===== config.mk =====
export PLATFORM = sky130hd
export DESIGN_NAME = lcd_cgram_readback
export DESIGN_NICKNAME = d
export VERILOG_FILES = /design/src/rtl/lcd_cgram_readback.sv
export SDC_FILE = /design/constraint.sdc
export NUM_CORES = 1
export LEC_CHECK = 0
export CORE_AREA = 2 2 75 77
export DETAILED_ROUTE_END_ITERATION = 6
export DIE_AREA = 0 0 77 79
export PLACE_DENSITY_LB_ADDON = 0.05
export RECOVER_POWER = 50
export SYNTH_ARGS = -nofsm -noshare
export SYNTH_HDL_FRONTEND = slang
export SYNTH_SLANG_ARGS = --single-unit

===== constraint.sdc =====
create_clock -name clk -period 1.9 [get_ports clk]
set_clock_uncertainty 0.05 [all_clocks]
set_input_delay 0.19 -clock clk [delete_from_list [all_inputs] [get_ports clk]]
set_output_delay 0.19 -clock clk [all_outputs]
set_load 0.05 [all_outputs]

===== src/rtl/lcd_cgram_readback.sv =====
// ---------------------------------------------------------------------------
// lcd_cgram_readback
//   Reads one 5x8 custom glyph back out of HD44780 CGRAM over the 4-bit bus.
//   The sequence is: set the CGRAM address (cmd 0x40 | idx<<3) as two nibbles,
//   poll the busy flag until it clears, then read 8 rows as nibble pairs with
//   RS=1/RW=1. The panel's address counter auto-increments, so rows are read
//   back-to-back without re-addressing. Each row is presented on a row_valid
//   strobe.
//
// Ports
//   clk, rst_n        clock, asynchronous active-low reset
//   start             request a readback (sampled only while idle)
//   char_idx[2:0]     CGRAM character slot to read
//   data_i[3:0]       DB7..DB4 as driven by the panel
//   rs, rw, e         LCD control lines
//   data_o[3:0]       DB7..DB4 driven by this block
//   data_oe           1 = drive data_o, 0 = release the bus
//   busy              high from accepted start until done/error
//   row_valid         one-clk strobe qualifying row_idx/row_data
//   row_idx[2:0]      row number of row_data
//   row_data[4:0]     glyph row bits
//   done              one-clk pulse after all 8 rows
//   error             one-clk pulse on busy-flag timeout
// ---------------------------------------------------------------------------
module lcd_cgram_readback #(
    parameter int unsigned CLK_DIV      = 4,
    parameter int unsigned BUSY_TIMEOUT = 64
) (
    input  logic       clk,
    input  logic       rst_n,
    input  logic       start,
    input  logic [2:0] char_idx,
    input  logic [3:0] data_i,
    output logic       rs,
    output logic       rw,
    output logic       e,
    output logic [3:0] data_o,
    output logic       data_oe,
    output logic       busy,
    output logic       row_valid,
    output logic [2:0] row_idx,
    output logic [4:0] row_data,
    output logic       done,
    output logic       error
);

    localparam int unsigned DIV_W  = (CLK_DIV > 1) ? $clog2(CLK_DIV) : 1;
    localparam int unsigned POLL_W = $clog2(BUSY_TIMEOUT + 1);

    typedef enum logic [3:0] {
        S_IDLE,
        S_ADDR_HI,
        S_ADDR_LO,
        S_POLL_HI,
        S_POLL_LO,
        S_RD_HI,
        S_RD_LO,
        S_DONE,
        S_ERR
    } state_t;

    state_t              state_q,     state_d;
    logic [DIV_W-1:0]    div_q,       div_d;
    logic [1:0]          phase_q,     phase_d;
    logic [2:0]          idx_q,       idx_d;
    logic [POLL_W-1:0]   poll_q,      poll_d;
    logic                bf_q,        bf_d;
    logic                bit4_q,      bit4_d;
    logic [3:0]          lo_q,        lo_d;
    logic                rs_q,        rs_d;
    logic                rw_q,        rw_d;
    logic                e_q,         e_d;
    logic [3:0]          data_o_q,    data_o_d;
    logic                data_oe_q,   data_oe_d;
    logic                busy_q,      busy_d;
    logic                row_valid_q, row_valid_d;
    logic [2:0]          row_idx_q,   row_idx_d;
    logic [4:0]          row_data_q,  row_data_d;
    logic                done_q,      done_d;
    logic                error_q,     error_d;

    logic in_xfer_c;
    logic tick_c;
    logic sample_c;
    logic last_c;

    // State and output registers
    always_ff @(posedge clk or negedge rst_n) begin
        if (!rst_n) begin
            state_q     <= S_IDLE;
            div_q       <= '0;
            phase_q     <= '0;
            idx_q       <= '0;
            poll_q      <= '0;
            bf_q        <= 1'b0;
            bit4_q      <= 1'b0;
            lo_q        <= '0;
            rs_q        <= 1'b0;
            rw_q        <= 1'b0;
            e_q         <= 1'b0;
            data_o_q    <= '0;
            data_oe_q   <= 1'b0;
            busy_q      <= 1'b0;
            row_valid_q <= 1'b0;
            row_idx_q   <= '0;
            row_data_q  <= '0;
            done_q      <= 1'b0;
            error_q     <= 1'b0;
        end else begin
            state_q     <= state_d;
            div_q       <= div_d;
            phase_q     <= phase_d;
            idx_q       <= idx_d;
            poll_q      <= poll_d;
            bf_q        <= bf_d;
            bit4_q      <= bit4_d;
            lo_q        <= lo_d;
            rs_q        <= rs_d;
            rw_q        <= rw_d;
            e_q         <= e_d;
            data_o_q    <= data_o_d;
            data_oe_q   <= data_oe_d;
            busy_q      <= busy_d;
            row_valid_q <= row_valid_d;
            row_idx_q   <= row_idx_d;
            row_data_q  <= row_data_d;
            done_q      <= done_d;
            error_q     <= error_d;
        end
    end

    // Tick timing: a transfer is four ticks (phase 0..3), e high in phases 1 and 2
    always_comb begin
        in_xfer_c = (state_q == S_ADDR_HI) || (state_q == S_ADDR_LO) ||
                    (state_q == S_POLL_HI) || (state_q == S_POLL_LO) ||
                    (state_q == S_RD_HI)   || (state_q == S_RD_LO);
        tick_c    = in_xfer_c && (div_q == DIV_W'(CLK_DIV - 1));
        sample_c  = tick_c && (phase_q == 2'd2);
        last_c    = tick_c && (phase_q == 2'd3);
    end

    // Next-state and output logic
    always_comb begin
        state_d     = state_q;
        div_d       = '0;
        phase_d     = '0;
        idx_d       = idx_q;
        poll_d      = poll_q;
        bf_d        = bf_q;
        bit4_d      = bit4_q;
        lo_d        = lo_q;
        rs_d        = 1'b0;
        rw_d        = 1'b0;
        e_d         = 1'b0;
        data_o_d    = '0;
        data_oe_d   = 1'b0;
        busy_d      = busy_q;
        row_valid_d = 1'b0;
        row_idx_d   = row_idx_q;
        row_data_d  = row_data_q;
        done_d      = 1'b0;
        error_d     = 1'b0;

        if (in_xfer_c) begin
            div_d   = tick_c ? '0 : div_q + DIV_W'(1);
            phase_d = tick_c ? phase_q + 2'd1 : phase_q;
            e_d     = (phase_q == 2'd1) || (phase_q == 2'd2);
        end

        // Row index advances the clock after each strobe; wraps to 0 after row 7
        if (row_valid_q) begin
            row_idx_d = row_idx_q + 3'd1;
        end

        unique case (state_q)
            S_IDLE: begin
                if (start) begin
                    state_d   = S_ADDR_HI;
                    idx_d     = char_idx;
                    busy_d    = 1'b1;
                    poll_d    = '0;
                    row_idx_d = '0;
                end
            end
            S_ADDR_HI: begin
                data_oe_d = 1'b1;
                data_o_d  = {2'b01, idx_q[2:1]};
                if (last_c) state_d = S_ADDR_LO;
            end
            S_ADDR_LO: begin
                data_oe_d = 1'b1;
                data_o_d  = {idx_q[0], 3'b000};
                if (last_c) state_d = S_POLL_HI;
            end
            S_POLL_HI: begin
                rw_d = 1'b1;
                if (sample_c) bf_d = data_i[3];
                if (last_c) state_d = S_POLL_LO;
            end
            S_POLL_LO: begin
                // Low nibble is the address counter; only BF from the high nibble matters
                rw_d = 1'b1;
                if (last_c) begin
                    poll_d = poll_q + POLL_W'(1);
                    if (!bf_q) begin
                        state_d = S_RD_HI;
                    end else if ((poll_q + POLL_W'(1)) < POLL_W'(BUSY_TIMEOUT)) begin
                        state_d = S_POLL_HI;
                    end else begin
                        state_d = S_ERR;
                    end
                end
            end
            S_RD_HI: begin
                rs_d = 1'b1;
                rw_d = 1'b1;
                if (sample_c) bit4_d = data_i[0];
                if (last_c) state_d = S_RD_LO;
            end
            S_RD_LO: begin
                rs_d = 1'b1;
                rw_d = 1'b1;
                if (sample_c) lo_d = data_i;
                if (last_c) begin
                    row_valid_d = 1'b1;
                    row_data_d  = {bit4_q, lo_q};
                    state_d     = (row_idx_q == 3'd7) ? S_DONE : S_RD_HI;
                end
            end
            S_DONE: begin
                done_d  = 1'b1;
                busy_d  = 1'b0;
                state_d = S_IDLE;
            end
            S_ERR: begin
                error_d   = 1'b1;
                busy_d    = 1'b0;
                row_idx_d = '0;
                state_d   = S_IDLE;
            end
            default: begin
                busy_d  = 1'b0;
                state_d = S_IDLE;
            end
        endcase
    end

    assign rs        = rs_q;
    assign rw        = rw_q;
    assign e         = e_q;
    assign data_o    = data_o_q;
    assign data_oe   = data_oe_q;
    assign busy      = busy_q;
    assign row_valid = row_valid_q;
    assign row_idx   = row_idx_q;
    assign row_data  = row_data_q;
    assign done      = done_q;
    assign error     = error_q;

endmodule


Word level (Yosys, flattened, before mapping) --
Index checks and enable logic that the tools add are counted.
Storage, ports and cells: bits in registers 44, bits in latches 0, bits in writable memories 0, bits in read-only memories 0, output and inout bits 20, memories 0
Operators by class: add/sub/neg operators 4, multipliers 0, divide/modulo/power cells 0, magnitude comparators 1, equality and inequality tests 21, shifts and indexed selects 0, muxes and demuxes 32, bitwise logic cells 1, reductions and logical operators 23
Operator list (count):
- $mux 4 | 9
- $pmux 4 s7 | 1
- $eq 4x3->1 const B | 4
- $mux 7 | 2
- $ne 2x2->1 const B | 7
- $pmux 7 s2 | 1
- $reduce_and 2->1 | 6
- $mux 2 | 5
- $mux 1 | 9
- $eq 4x2->1 const B | 2
- $pmux 4 s2 | 1
- $add 7x1->7 const B | 1
- $lt 7x7->1 const B | 1
- $reduce_and 7->1 | 1
- $eq 2x2->1 const B | 3
- $logic_or 1x1->1 | 6
- $mux 3 | 2
- $pmux 3 s2 | 1
- $reduce_or 6->1 | 1
- $add 2x1->2 const B | 2
- $eq 4x1->1 const B | 1
- $eq 4x4->1 const B | 1
- $logic_not 4->1 | 1
- $reduce_or 2->1 | 2
- other kinds (10) | 12

Logic depth before layout (Yosys ltp) --
Gate-level depths: netlist (run 1).
depth after elaboration 10, mapped depth 7, mapped depth without buffers 5

Worst setup path after synthesis (run 1) --
OpenSTA, ideal clock, no wires.
path kind register to register, from register div_q[0], to register row_data_q[0], in the netlist row_data[0], data arrival time 1.590 ns, required time 1.725 ns, slack 0.135 ns, cell stages (with the launch flop) 7, buffers on the path 2, clock period less this slack 1.765 ns, path through dfrtp_1 > ha_1 > buf_2 > nand2_1 > or3_1 > clkbuf_1 > mux2_2
Between the ends: word-level cells in the longest chain between the ends 4
Ends and longest elaborated chain:
- start, declared | line 63 | logic [DIV_W-1:0] div_q, div_d;
- start signal, assigned | line 111 | div_q <= div_d;
- $eq 2x2->1 | line 137 | tick_c = in_xfer_c && (div_q == DIV_W'(CLK_DIV - 1));
- $logic_and 1x1->1 | line 137
- $logic_and 1x1->1 | line 139 | last_c = tick_c && (phase_q == 2'd3);
- $reduce_and 2->1 (no source line)
- end signal, assigned | line 126 | row_data_q <= row_data_d;
- end, declared | line 78 | logic [4:0] row_data_q, row_data_d;
No other way between the ends. A chain may end at the register's enable or synchronous reset.

Worst setup path in the final report (run 1) --
from register row_valid_q, in the netlist row_valid, to output port row_valid
RTL lines:
- start, declared | line 76 | logic row_valid_q, row_valid_d;
- start signal, assigned | line 124 | row_valid_q <= row_valid_d;
- end, declared | line 40 | output logic row_valid,
No word-level cell between the ends.

==> impl_metrics.tcl, run 1 <==
set metrics [dict create \
    final_nets 245 \
    finalCritPeriodShare 0.959 \
    cts_root_buf "clkbuf_8" \
    drtIter0Drc 53 \
    p_leak_uw 0.00121 \
    grt_max_degree 45 \
    htreeDepth 2 \
    yosysSeqAreaShare 0.539 \
    hold_violations 0 \
    min-delay-start "char_idx[0]" \
    antenna_cells 0 \
    pin_count 30 \
    syn_avg_cell_area_um2 10.8 \
    max_stage_delay_ns 0.84 \
    max_cap_viol_count 0 \
    cp-start-kind "flop" \
    ys_warn_count 0 \
    finalCoreUtilization 0.482 \
    synth-main-ff-cell "dfrtp_1" \
    die_area_um2 6080 \
    cp_cell_sequence "clkdlybuf4s50_1" \
    clock_latency_ns 0.29 \
    place_congestion 0.813 \
    tightest_slew_ns 1.09 \
    holdCritPathClass "in2reg" \
    worstPathBufferInverterCount 1 \
    relSlewSlack 0.272 \
    synth_cell_type_count 42 \
    synth_edf_count 0 \
    slew_viol_final 0 \
    cts_buffer_depth 2 \
    post_cts_buffers 0 \
    floorplan.initialDensity 0.383 \
    drive_above_1_share 0.152 \
    routed_via_density 4.89 \
    core_area_um2 5340 \
    endpoint_kind "output port" \
    die_w_um 77 \
    powerDensity_nw_per_um2 1440 \
    clkTransAtPathRegs_ns 0.08 \
    netlist_area_um2 2040 \
    finalSetupViolCount 0 \
    n_fill_cell 526 \
    portBuffers 29 \
    fmax_ghz 0.549 \
    hold_buffers 1 \
    crit_family "buffers and inverters" \
    outcome "finished clean" \
    cp.arrival_ns 1.58 \
    grt_pass1_vias 1496 \
    cts_buffers 5 \
    grt_usage 0.153 \
    vdd_drop_max_mv 0.784 \
    routed_wl_mm 4.22 \
    via_count 1478 \
    critPathMaxFanout 4 \
    async_reset_ff_frac 1.00 \
    final.setup.tns_ns 0 \
    criticalPathCategory "reg2out" \
    cts_tree "built" \
    synth_seq_cells 44 \
    r2r-start "state_q[0]$_DFFE_PN0P_" \
    ant_nets 0 \
    cts_resized 0 \
    clock-sinks 44 \
    crit_required_ns 1.66 \
    syn2layout_area_growth_pct 25.9 \
    place_hpwl_mm 3.07 \
    fp-row-count 27 \
    wire_per_inst_um 14.0 \
    syn_nets 206 \
    fp.dieH_um 79 \
    crit_path_top_delay_cell "clkdlybuf4s50_1" \
    syn_inst 190 \
    rsz0062_at_grt "no" \
    total_power_uw 3700 \
    antenna_found_initial 0 \
    finalCriticalPeriod_ns 1.82 \
    route.detailed.drc 0 \
    crit_start "row_valid$_DFF_PN0_" \
    grt-ovfl-total 0 \
    grt_pass1_wl_mm 7.23 \
    first_pass_iters 4 \
]
[stage by stage]
| stage | hold slack [ns] | std cells | setup WS [ns] | instance area [um2] |
|---|---|---|---|---|
| 2_1_floorplan | -0.156 | 190 | 0.135 | 2040 |
| 3_3_place_gp | 0.133 | 293 | 0.156 | 2480 |
| 3_5_place_dp | 0.137 | 293 | 0.130 | 2480 |
| 4_1_cts | 0.348 | 302 | 0.0678 | 2600 |
| 5_1_grt | 0.392 | 302 | 0.0361 | 2570 |
| 6_report | 0.380 | 302 | 0.0787 | 2570 |
[flip-flops by register name, summed over array words and instances (netlist names)]
register / flops
data_o: 4
rw: 1
busy: 1
done: 1
row_data: 5
bit4_q: 1
idx_q: 3
lo_q: 4
error: 1
state_q: 4
row_valid: 1
row_idx: 3
bf_q: 1
div_q: 2
poll_q: 7
data_oe: 1
rs: 1
e: 1
phase_q: 2
[final cells by class]
| class | count | area, um2 | area share |
|---|---|---|---|
| Sequential cell | 44 | 1100 | 0.428 |
| Multi-Input combinational cell | 129 | 866 | 0.336 |
| Timing Repair Buffer | 44 | 390 | 0.152 |
| Tap cell | 72 | 90.1 | 0.0350 |
| Clock buffer | 6 | 72.6 | 0.0282 |
| Clock inverter | 2 | 35.0 | 0.0136 |
| Inverter | 5 | 18.8 | 0.00729 |
[layer usage]
metal | vias up | wire length (um) | track usage
met5 | - | 0 | 0
met4 | 0 | 62 | 0.0536
met3 | 6 | 206 | 0.0364
met2 | 32 | 1980 | 0.247
met1 | 708 | 1970 | 0.202
li1 | 732 | - | -
[logic make-up (layout without fill, tap and decap cells)]
group,Yosys count,after routing,share of synthesized area
adders and majority gates,6,6,0.0367
AOI/OAI and AO/OA,23,23,0.0777
and+or+nand+nor,77,77,0.194
DFF,44,44,0.539
muxes,16,16,0.0851
buffers and inverters,17,57,0.0379
xor gates and xnor gates,7,7,0.0300
[power breakdown]
group	internal [uW]	leakage (uW)	total, uW	switching, uW
clock network	390	0.0000552	701	311
registers	1220	0.000581	1450	230
logic	621	0.000576	1550	929
[final timing paths]
kind | endpoint | slack (ns) | cells past startpoint
worst max-delay path | row_valid | 0.08 | 1
worst min-delay path | idx_q[0]$_DFFE_PN0P_ | 0.38 | 3
worst max register to register | poll_q[5]$_DFFE_PN0P_ | 0.12 | 4
worst min register to register | div_q[0]$_DFF_PN0_ | 0.43 | 1
max in group asynchronous | state_q[0]$_DFFE_PN0P_ | 0.47 | 3
min in group asynchronous | poll_q[6]$_DFFE_PN0P_ | 0.67 | 3
[cell usage in the layout (no fill, tap or decap), drive strengths merged, types with 3 or more instances in the layout]
cell type	instances
buf	12
ha	6
clkbuf	9
nand2b	3
o21ai	4
mux2i	5
nor3	9
nand2	21
and2	3
and3	4
dfrtp	44
or3	3
mux2	11
xnor2	6
inv	5
nand3	7
clkdlybuf4s50	28
nor2	19
nor4	3
a21oi	6
[Yosys cell counts (2+ instances only)]
master | n | area (um2)
dfrtp_1 | 44 | 1100
nand2_1 | 21 | 78.8
nor2_1 | 18 | 67.6
mux2_2 | 11 | 124
nor3_1 | 9 | 45.0
clkbuf_1 | 8 | 30.0
nand3_1 | 7 | 35.0
a21oi_1 | 6 | 30.0
ha_1 | 6 | 75.1
xnor2_1 | 6 | 52.6
inv_1 | 5 | 18.8
mux2i_1 | 5 | 50.1
and3_1 | 4 | 25.0
o21ai_0 | 4 | 20.0
and2_1 | 3 | 18.8
nand2b_1 | 3 | 18.8
or3_1 | 3 | 18.8
buf_2 | 2 | 10.0
nor4_1 | 2 | 12.5
(Power assumes the default switching activity.)
==> run 2: changes to the inputs <==
SLEW_MARGIN = 15   (was unset)
==> results of run 2 <==
No change in the layout: final DEF, timing and power equal those of run 1.
